===== config.mk =====
export PLATFORM = sky130hd
export DESIGN_NAME = proc_dpath_imm_gen_multi
export DESIGN_NICKNAME = d
export VERILOG_FILES = /design/src/rtl/proc_dpath_imm_gen_multi.sv
export SDC_FILE = /design/constraint.sdc
export NUM_CORES = 1
export LEC_CHECK = 0
export CORE_UTILIZATION = 49
export DETAILED_ROUTE_END_ITERATION = 6
export DONT_BUFFER_PORTS = 1
export HOLD_SLACK_MARGIN = 0.12
export PLACE_DENSITY = 0.74
export SYNTH_ARGS = -nofsm -noshare
export SYNTH_HDL_FRONTEND = slang
export SYNTH_SLANG_ARGS = --single-unit

===== constraint.sdc =====
create_clock -name clk -period 9.8 [get_ports clk]
set_input_delay 1.96 -clock clk [delete_from_list [all_inputs] [get_ports clk]]
set_output_delay 1.96 -clock clk [all_outputs]
set_load 0.02 [all_outputs]

===== src/rtl/proc_dpath_imm_gen_multi.sv =====
// Multi-lane immediate generator feeding a 2-entry val/rdy output queue.
// It also flags illegal immediate types per lane and keeps a saturating count of them.
module proc_dpath_imm_gen_multi #(
  parameter int P_NLANES = 2,
  parameter int P_XLEN   = 32,
  parameter int P_CNTW   = 8
) (
  input  logic                       clk,
  input  logic                       reset,
  input  logic                       in_val,
  output logic                       in_rdy,
  input  logic [P_NLANES-1:0]        in_lane_en,
  input  logic [3*P_NLANES-1:0]      in_imm_type,
  input  logic [32*P_NLANES-1:0]     in_inst,
  output logic                       out_val,
  input  logic                       out_rdy,
  output logic [P_XLEN*P_NLANES-1:0] out_imm,
  output logic [P_NLANES-1:0]        out_illegal,
  input  logic                       err_clear,
  output logic [P_CNTW-1:0]          err_count
);

  localparam int IW = $clog2(P_NLANES + 1);
  localparam int SW = P_CNTW + IW;

  // Returns {illegal, immediate} for a single lane.
  function automatic logic [P_XLEN:0] gen_imm(input logic [2:0] t, input logic [31:0] inst);
    logic [P_XLEN-1:0] v;
    logic              ill;
    v   = '0;
    ill = 1'b0;
    case (t)
      3'd0: v = P_XLEN'($signed(inst[31:20]));
      3'd1: v = P_XLEN'($signed({inst[31:25], inst[11:7]}));
      3'd2: v = P_XLEN'($signed({inst[31], inst[7], inst[30:25], inst[11:8], 1'b0}));
      3'd3: v = P_XLEN'($signed({inst[31:12], 12'b0}));
      3'd4: v = P_XLEN'($signed({inst[31], inst[19:12], inst[20], inst[30:21], 1'b0}));
      3'd5: v = P_XLEN'(inst[19:15]);
      3'd6: v = (P_XLEN == 64) ? P_XLEN'(inst[25:20]) : P_XLEN'(inst[24:20]);
      default: ill = 1'b1;
    endcase
    return {ill, v};
  endfunction

  logic [P_XLEN*P_NLANES-1:0] new_imm;
  logic [P_NLANES-1:0]        new_ill;
  logic [IW-1:0]              incr;
  logic [7*P_NLANES-1:0]      unused_opcode;

  always_comb begin
    new_imm       = '0;
    new_ill       = '0;
    incr          = '0;
    unused_opcode = '0;
    for (int i = 0; i < P_NLANES; i++) begin
      {new_ill[i], new_imm[i*P_XLEN +: P_XLEN]} = gen_imm(in_imm_type[3*i +: 3], in_inst[32*i +: 32]);
      if (!in_lane_en[i]) begin
        new_ill[i]                  = 1'b0;
        new_imm[i*P_XLEN +: P_XLEN] = '0;
      end
      if (new_ill[i]) incr = incr + IW'(1);
      unused_opcode[7*i +: 7] = in_inst[32*i +: 7];
    end
  end

  logic [P_XLEN*P_NLANES-1:0] mem_imm [2];
  logic [P_NLANES-1:0]        mem_ill [2];
  logic                       wr_ptr, rd_ptr;
  logic [1:0]                 occ;
  logic                       push, pop;

  // Handshake outputs are forced low during reset so nothing leaks before the first edge.
  assign in_rdy      = reset && (occ != 2'd2);
  assign out_val     = reset && (occ != 2'd0);
  assign out_imm     = reset ? mem_imm[rd_ptr] : '0;
  assign out_illegal = reset ? mem_ill[rd_ptr] : '0;
  assign push        = in_val && in_rdy;
  assign pop         = out_val && out_rdy;

  logic [P_CNTW-1:0] err_base;
  logic [SW-1:0]     err_sum;
  logic [P_CNTW-1:0] err_next;

  always_comb begin
    err_base = err_clear ? '0 : err_count;
    err_sum  = SW'(err_base) + SW'(push ? incr : IW'(0));
    err_next = (err_sum > SW'({P_CNTW{1'b1}})) ? {P_CNTW{1'b1}} : err_sum[P_CNTW-1:0];
  end

  always_ff @(posedge clk) begin
    if (!reset) begin
      for (int e = 0; e < 2; e++) begin
        mem_imm[e] <= '0;
        mem_ill[e] <= '0;
      end
      wr_ptr    <= 1'b0;
      rd_ptr    <= 1'b0;
      occ       <= 2'd0;
      err_count <= '0;
    end else begin
      if (push) begin
        mem_imm[wr_ptr] <= new_imm;
        mem_ill[wr_ptr] <= new_ill;
        wr_ptr          <= ~wr_ptr;
      end
      if (pop) rd_ptr <= ~rd_ptr;
      case ({push, pop})
        2'b10:   occ <= occ + 2'd1;
        2'b01:   occ <= occ - 2'd1;
        default: occ <= occ;
      endcase
      if (push || err_clear) err_count <= err_next;
    end
  end

endmodule


==> results of run 1 <==
## Yosys cell counts, types with 2 or more instances
master / instances / share of area, %
sky130_fd_sc_hd__buf_4: 8 / 0.76
sky130_fd_sc_hd__nand4_1: 2 / 0.16
sky130_fd_sc_hd__o211a_1: 3 / 0.38
sky130_fd_sc_hd__inv_1: 10 / 0.47
sky130_fd_sc_hd__and2_1: 32 / 2.5
sky130_fd_sc_hd__a31oi_1: 3 / 0.24
sky130_fd_sc_hd__nor2b_1: 74 / 5.8
sky130_fd_sc_hd__edfxtp_1: 132 / 50
sky130_fd_sc_hd__o21a_1: 2 / 0.19
sky130_fd_sc_hd__nand2_1: 33 / 1.6
sky130_fd_sc_hd__dfxtp_1: 13 / 3.3
sky130_fd_sc_hd__a21o_1: 2 / 0.19
sky130_fd_sc_hd__nor2_2: 5 / 0.40
sky130_fd_sc_hd__buf_6: 4 / 0.57
sky130_fd_sc_hd__and3_1: 2 / 0.16
sky130_fd_sc_hd__nand4_4: 4 / 1.1
sky130_fd_sc_hd__nand3_2: 2 / 0.25
sky130_fd_sc_hd__nand3b_1: 19 / 1.8
sky130_fd_sc_hd__xnor2_1: 4 / 0.44
sky130_fd_sc_hd__a21boi_0: 3 / 0.28
sky130_fd_sc_hd__nor2_1: 76 / 3.6
sky130_fd_sc_hd__nand3_4: 2 / 0.44
sky130_fd_sc_hd__clkbuf_1: 15 / 0.71
sky130_fd_sc_hd__buf_1: 3 / 0.14
sky130_fd_sc_hd__a211oi_1: 4 / 0.38
sky130_fd_sc_hd__nor3_1: 2 / 0.13
sky130_fd_sc_hd__mux2i_1: 71 / 9.0
sky130_fd_sc_hd__o21ai_1: 9 / 0.57
sky130_fd_sc_hd__o21ai_0: 13 / 0.82
sky130_fd_sc_hd__o22a_1: 8 / 0.88
sky130_fd_sc_hd__nand2b_1: 5 / 0.40
sky130_fd_sc_hd__a21oi_1: 86 / 5.4
sky130_fd_sc_hd__nand3_1: 12 / 0.76
sky130_fd_sc_hd__o221a_2: 3 / 0.43
sky130_fd_sc_hd__ha_1: 4 / 0.63
sky130_fd_sc_hd__a222oi_1: 4 / 0.51
sky130_fd_sc_hd__buf_2: 28 / 1.8
## cell families after synthesis
| logic type | after synthesis |
|---|---|
| flip-flops | 145 |
| AO/OA/AOI/OAI | 149 |
| AND/OR/NAND/NOR | 279 |
| XOR/XNOR | 4 |
| buffers and inverters | 69 |
| adder cells (fa/ha/maj) | 5 |
| multiplexers | 72 |
## final cells by class
class	instances	share of cell area, %
clock inverters	13	1.91
well taps	216	3.18
multi-input cells	509	39.3
flip-flops and latches	145	49.8
inverters	10	0.442
repair buffers	4	0.353
clock buffers	17	5.01
## registers in the layout, indices dropped and copies added (netlist names), named ones only
name,flops
occ,2
rd_ptr,1
mem_imm,128
err_count,8
mem_ill,4
wr_ptr,1
## stage by stage
step | cells | instance area [um^2] | hold WS (ns) | util, % | total power [W]
2_1_floorplan | 723 | 7920 | 0.491 | - | 0.000891
3_3_place_gp | 884 | 7910 | 0.508 | 50.0 | 0.000901
3_5_place_dp | 884 | 7910 | 0.530 | 50.0 | 0.000907
4_1_cts | 914 | 8500 | 0.552 | 53.7 | 0.00155
5_1_grt | 914 | 8500 | 0.609 | 53.7 | 0.00160
6_report | 914 | 8500 | 0.549 | 53.7 | 0.00154
## metal layers
metal  vias up  GRT usage [%]  routed length (um)
met5         -              0                   0
met4         0           8.10                 380
met3        32           6.77                1160
met2       185           34.2                8510
met1      2564           25.1                7180
li1       2527              -                   -
## worst max-delay path by stage
stage | from | slack [ns] | cells past startpoint | endpoint
finish | reset | 5.40 | 1 | out_imm[35]
global route | flip-flop | 5.40 | 2 | out_imm[31]
CTS | reset | 5.42 | 1 | out_imm[32]
detailed placement | in_imm_type[0] | 5.27 | 11 | err_count[0]$_SDFFE_PN0P_
global placement | in_imm_type[0] | 5.30 | 11 | err_count[0]$_SDFFE_PN0P_
floorplan | reset | 5.07 | 3 | out_imm[10]
## power by group through the flow
stage / Clock, W / Sequential [W] / Combinational, W
6_report: 0.000650 / 0.000734 / 0.000158
5_1_grt: 0.000685 / 0.000738 / 0.000172
4_1_cts: 0.000656 / 0.000735 / 0.000160
3_5_place_dp: 0 / 0.000748 / 0.000159
3_3_place_gp: 0 / 0.000746 / 0.000155
2_1_floorplan: 0 / 0.000734 / 0.000157
==> impl_metrics.sql, run 1 <==
INSERT INTO impl_metrics (metric_group, metric, value, unit) VALUES
('floorplanning', 'start_util', '50.0', '%'),
('detailed_routing', 'remaining_drc_errors', '0', ''),
('power', 'clock_power_share', '42.1', '%'),
('yosys', 'synth_xor_area_share', '0.442', '%'),
('sta', 'setup_repair_after_global_routing_missed_its_margin', 'no', ''),
('yosys', 'synth-edff-count', '132', ''),
('final_layout', 'area.sequential', '0.00423', 'mm^2'),
('cts', 'cts_hold_repair.buffers', '0', ''),
('sta', 'worst_slack', '5.40', 'ns'),
('setup_path', 'critPathCaptureType', 'output port', ''),
('sta', 'layout_worst_path_cycle_share', '44.9', '%'),
('sta', 'final_hold_vio_count', '0', ''),
('yosys', 'synthesis.area', '0.00792', 'mm^2'),
('detailed_routing', 'wire_per_inst', '18.8', 'um'),
('setup_path', 'r2r_start', 'occ[0]$_SDFFE_PN0P_', ''),
('setup_path', 'crit_fanout', '86', ''),
('final_layout', 'layout-area-overhead-vs-synth', '7.32', '%'),
('floorplanning', 'ios', '153', ''),
('floorplanning', 'fp.dieW', '129', 'um'),
('global_routing', 'globalRouteOverflowTotal', '0', ''),
('sta', 'timing.max_slew.rel_slack', '18.9', '%'),
('final_layout', 'layout-drive-gt1-share', '8.45', '%'),
('setup_path', 'crit_arrival', '2.44', 'ns'),
('placed_design', 'place.port_buffers', '0', ''),
('power', 'int_power', '0.00116', 'W'),
('yosys', 'postSynthRegisterBits', '145', ''),
('power', 'power.share.sequential', '47.6', '%'),
('power', 'power.density_cell_area', '181', 'mW/mm^2'),
('run_status', 'result_of_the_run', 'completed', ''),
('setup_path', 'timing.critical_path.from_type', 'input port', ''),
('final_layout', 'top_library_cells_by_usage_in_the_layout_fill_and_taps_aside', '132 x sky130_fd_sc_hd__edfxtp_1, 86 x sky130_fd_sc_hd__a21oi_1, 76 x sky130_fd_sc_hd__nor2_1, 74 x sky130_fd_sc_hd__nor2b_1, 71 x sky130_fd_sc_hd__mux2i_1', ''),
('sta', 'slew_violations', '0', ''),
('setup_path', 'regToRegEndpoint', 'mem_imm[1][12]$_SDFFCE_PN0P_', ''),
('setup_path', 'timing.critical_path.cells', 'nor2b_1', ''),
('cts', 'clkSinkCount', '145', ''),
('placed_design', 'preCtsSetupSlack', '5.27', 'ns'),
('global_routing', 'grt_pass1_vias', '5096', ''),
('power', 'power.ir.vdd_worst', '0.120', 'mV'),
('floorplanning', 'row_count', '46', ''),
('setup_path', 'reg2regPathDepth', '4', ''),
('detailed_routing', 'via_count', '5308', ''),
('sta', 'max_clock_freq', '227', 'MHz'),
('final_layout', 'layout.nets', '769', ''),
('detailed_routing', 'post_drt_via_cell_ratio', '5.81', ''),
('detailed_routing', 'ant_nets', '0', ''),
('min_path', 'hold_path_cell_cnt', '2', ''),
('sta', 'worst_max_slew_pin_slew', '1.22', 'ns'),
('yosys', 'post_synthesis_sequential_area_ratio', '53.4', '%'),
('sta', 'final-setup-viol-count', '0', ''),
('yosys', 'muxShareOfSynthArea', '9.12', '%'),
('job', 'max-cap-violations', '0', ''),
('cts', 'cts.root.buffer_cell', 'sky130_fd_sc_hd__clkbuf_16', ''),
('yosys', 'syn-instance-count', '723', ''),
('power', 'power_switching', '0.000377', 'W'),
('yosys', 'yosys.area_share.simple', '20.3', '%'),
('floorplanning', 'die_h', '129', 'um'),
('cts', 'ctsResizeCount', '0', ''),
('placed_design', 'hpwlAfterDp', '11100', 'um'),
('min_path', 'holdCritPathClass', 'reg -> reg', ''),
('yosys', 'dominant_combinational_cell_family_by_area_after_synthesis', 'simple AND/OR/NAND/NOR gates', ''),
('setup_path', 'cp_data_required_time', '7.84', 'ns'),
('global_routing', 'grt_antenna_before_repair', '0', ''),
('setup_path', 'critPathBufInv', '0', ''),
('sta', 'timing.clock.skew', '0.0113', 'ns'),
('detailed_routing', 'drt_first_pass_iters', '6', ''),
('global_routing', 'globalRouteTotalUtil', '20.7', '%'),
('final_layout', 'final_common_cell', 'sky130_fd_sc_hd__edfxtp_1', ''),
('sta', 'fin_crit', '4.40', 'ns'),
('cts', 'cts_buffers', '17', ''),
('cts', 'path_clk_slew', '0.06', 'ns'),
('detailed_routing', 'drt_iter0_markers', '567', '');
Note: power is estimated with default switching activity, not from simulation.
==> inputs of run 2 (changes only) <==
Clock period 9.8 ns to 4.2 ns, I/O delays scaled along.
==> run 2 against run 1 <==
Compared with the run above: combinational power grew 140%; clock power grew 100%; first-iteration DRC count shrank 31%.
==> impl_metrics.sql, run 2 (synthesis gave the netlist of run 1 again) <==
INSERT INTO impl_metrics (metric_group, metric, value, unit) VALUES
('placed_design', 'hpwlAfterDp', '11200', 'um'),
('final_layout', 'layout-area-overhead-vs-synth', '7.03', '%'),
('job', 'max-cap-violations', '0', ''),
('sta', 'final_hold_vio_count', '0', ''),
('final_layout', 'final_core_utilization', '53.5', '%'),
('global_routing', 'grt_antenna_before_repair', '0', ''),
('setup_path', 'critPathBufInv', '1', ''),
('sta', 'timing.hold.ws', '0.532', 'ns'),
('sta', 'worst_max_slew_pin_slew', '0.852', 'ns'),
('floorplanning', 'die_area', '0.0167', 'mm^2'),
('cts', 'cts.root.buffer_cell', 'sky130_fd_sc_hd__clkbuf_16', ''),
('final_layout', 'layout-drive-gt1-share', '8.69', '%'),
('detailed_routing', 'post_drt_via_cell_ratio', '5.76', ''),
('power', 'power.density_cell_area', '403', 'mW/mm^2'),
('sta', 'timing.max_slew.rel_slack', '43.2', '%'),
('detailed_routing', 'remaining_drc_errors', '0', ''),
('min_path', 'holdCritPathClass', 'reg -> reg', ''),
('sta', 'fin_crit', '3.02', 'ns'),
('setup_path', 'crit_fanout', '47', ''),
('cts', 'clkSinkCount', '145', ''),
('detailed_routing', 'drt_iter0_markers', '392', ''),
('sta', 'layout_worst_path_cycle_share', '72.0', '%'),
('global_routing', 'globalRouteTotalUtil', '20.5', '%'),
('run_status', 'result_of_the_run', 'completed', ''),
('final_layout', 'instances_no_fill', '918', ''),
('setup_path', 'cpPeakStageDelay', '0.90', 'ns'),
('detailed_routing', 'ant_nets', '0', ''),
('detailed_routing', 'via_count', '5291', ''),
('placed_design', 'dp.cells', '886', ''),
('setup_path', 'critPathCaptureType', 'output port', ''),
('floorplanning', 'die_h', '129', 'um'),
('cts', 'path_clk_slew', '0.06', 'ns'),
('sta', 'slew_violations', '0', ''),
('detailed_routing', 'wire_per_inst', '18.7', 'um'),
('setup_path', 'critPathKind', 'reg -> out', ''),
('setup_path', 'cp_data_required_time', '3.36', 'ns'),
('global_routing', 'grt_max_degree', '87', ''),
('final_layout', 'top_library_cells_by_usage_in_the_layout_fill_and_taps_aside', '132 x sky130_fd_sc_hd__edfxtp_1, 86 x sky130_fd_sc_hd__a21oi_1, 76 x sky130_fd_sc_hd__nor2_1, 74 x sky130_fd_sc_hd__nor2b_1, 71 x sky130_fd_sc_hd__mux2i_1', ''),
('cts', 'tritoncts', 'yes', ''),
('sta', 'setup_repair_after_global_routing_missed_its_margin', 'no', ''),
('sta', 'timing.clock.skew', '0.00615', 'ns'),
('setup_path', 'timing.critical_path.cells', 'buf_4 -> mux2i_1 -> nor2b_1', ''),
('global_routing', 'first_pass_grt_wire_length', '25900', 'um'),
('sta', 'fin_tns_setup', '0', 'ns'),
('detailed_routing', 'total_wire_length_after_detailed_routing', '17100', 'um'),
('setup_path', 'timing.critical_path.from_type', 'flip-flop', ''),
('floorplanning', 'row_count', '46', ''),
('global_routing', 'grt_pass1_vias', '4966', ''),
('cts', 'cts_buffers', '17', ''),
('final_layout', 'layout.nets', '771', ''),
('sta', 'final-setup-viol-count', '0', ''),
('placed_design', 'preCtsSetupSlack', '0.795', 'ns'),
('final_layout', 'antennaDiodeCount', '0', ''),
('final_layout', 'largest_registers', 'mem_imm x128, err_count x8, mem_ill x4', ''),
('setup_path', 'crit_arrival', '2.18', 'ns'),
('cts', 'post_cts.repair.setup_buffers', '0', ''),
('sta', 'worst_slack', '1.18', 'ns'),
('cts', 'cts_hold_repair.buffers', '0', ''),
('placed_design', 'place.port_buffers', '0', ''),
('setup_path', 'crit_path_top_delay_cell', 'sky130_fd_sc_hd__dfxtp_4', ''),
('placed_design', 'gp_routability_congestion', '0.826', ''),
('cts', 'cts_max_level', '4', ''),
('cts', 'clock_latency', '0.41', 'ns'),
('final_layout', 'largest-register', 'mem_imm', ''),
('floorplanning', 'fp.dieW', '129', 'um'),
('detailed_routing', 'drt_first_pass_iters', '5', ''),
('setup_path', 'critPathTopFamily', 'flip-flops', ''),
('cts', 'cts_max_path_buffers', '2', ''),
('floorplanning', 'ios', '153', ''),
('final_layout', 'largest_register_ffs', '128', ''),
('sta', 'max_clock_freq', '331', 'MHz'),
('global_routing', 'globalRouteOverflowTotal', '0', ''),
('cts', 'ctsResizeCount', '0', ''),
('floorplanning', 'core_area', '0.0158', 'mm^2'),
('power', 'power_leakage', '2.82', 'nW'),
('power', 'power.ir.vdd_worst', '0.266', 'mV'),
('final_layout', 'final_common_cell', 'sky130_fd_sc_hd__edfxtp_1', ''),
('floorplanning', 'start_util', '50.0', '%');
==> run 2: cell type report <==
class | count | area (um^2)
multi-input combinational | 509 | 3340
clock inverter | 12 | 88.8
timing repair buffer | 6 | 70.1
inverter | 10 | 37.5
clock buffer | 20 | 437
fill | 1349 | 7350
tap | 216 | 270
sequential | 145 | 4230
==> run 2: routing by layer <==
layer  GRT usage, %  share of wire [%]
met1           25.6                 43
met2           33.8                 50
met3           5.86                5.9
met4           7.82                1.6
met5              0                  0
==> run 2: tightest hold or removal path: stages (launching register included) <==
cell	delay [ns]
sky130_fd_sc_hd__dfxtp_1	0.32
sky130_fd_sc_hd__xnor2_1	0.08
sky130_fd_sc_hd__nor2b_1	0.10
==> run 2: through the flow <==
| step | cell area, um^2 | power, W |
|---|---|---|
| global route | 8470 | 0.00354 |
| floorplan | 7920 | 0.00208 |
| CTS | 8470 | 0.00345 |
| global placement | 7950 | 0.00211 |
| detailed placement | 7950 | 0.00212 |
| finish | 8470 | 0.00342 |
==> run 2: final timing paths <==
path | from | to | slack [ns] | cells after the start
worst min-delay path | rd_ptr$_SDFFE_PN0P_ | flip-flop | 0.53 | 2
worst max-delay path | flip-flop | out_imm[38] | 1.18 | 3
worst min register to register | rd_ptr$_SDFFE_PN0P_ | flip-flop | 0.53 | 2
worst max register to register | occ[0]$_SDFFE_PN0P_ | err_count[1]$_SDFFE_PN0P_ | 1.56 | 8
==> run 2: where the power goes <==
part / internal, W / leakage (nW) / switching (W)
sequential: 0.00166 / 1.49 / 0.0000467
clock: 0.000755 / 0.246 / 0.000577
combinational: 0.000134 / 1.09 / 0.000246
total: 0.00255 / 2.82 / 0.000870
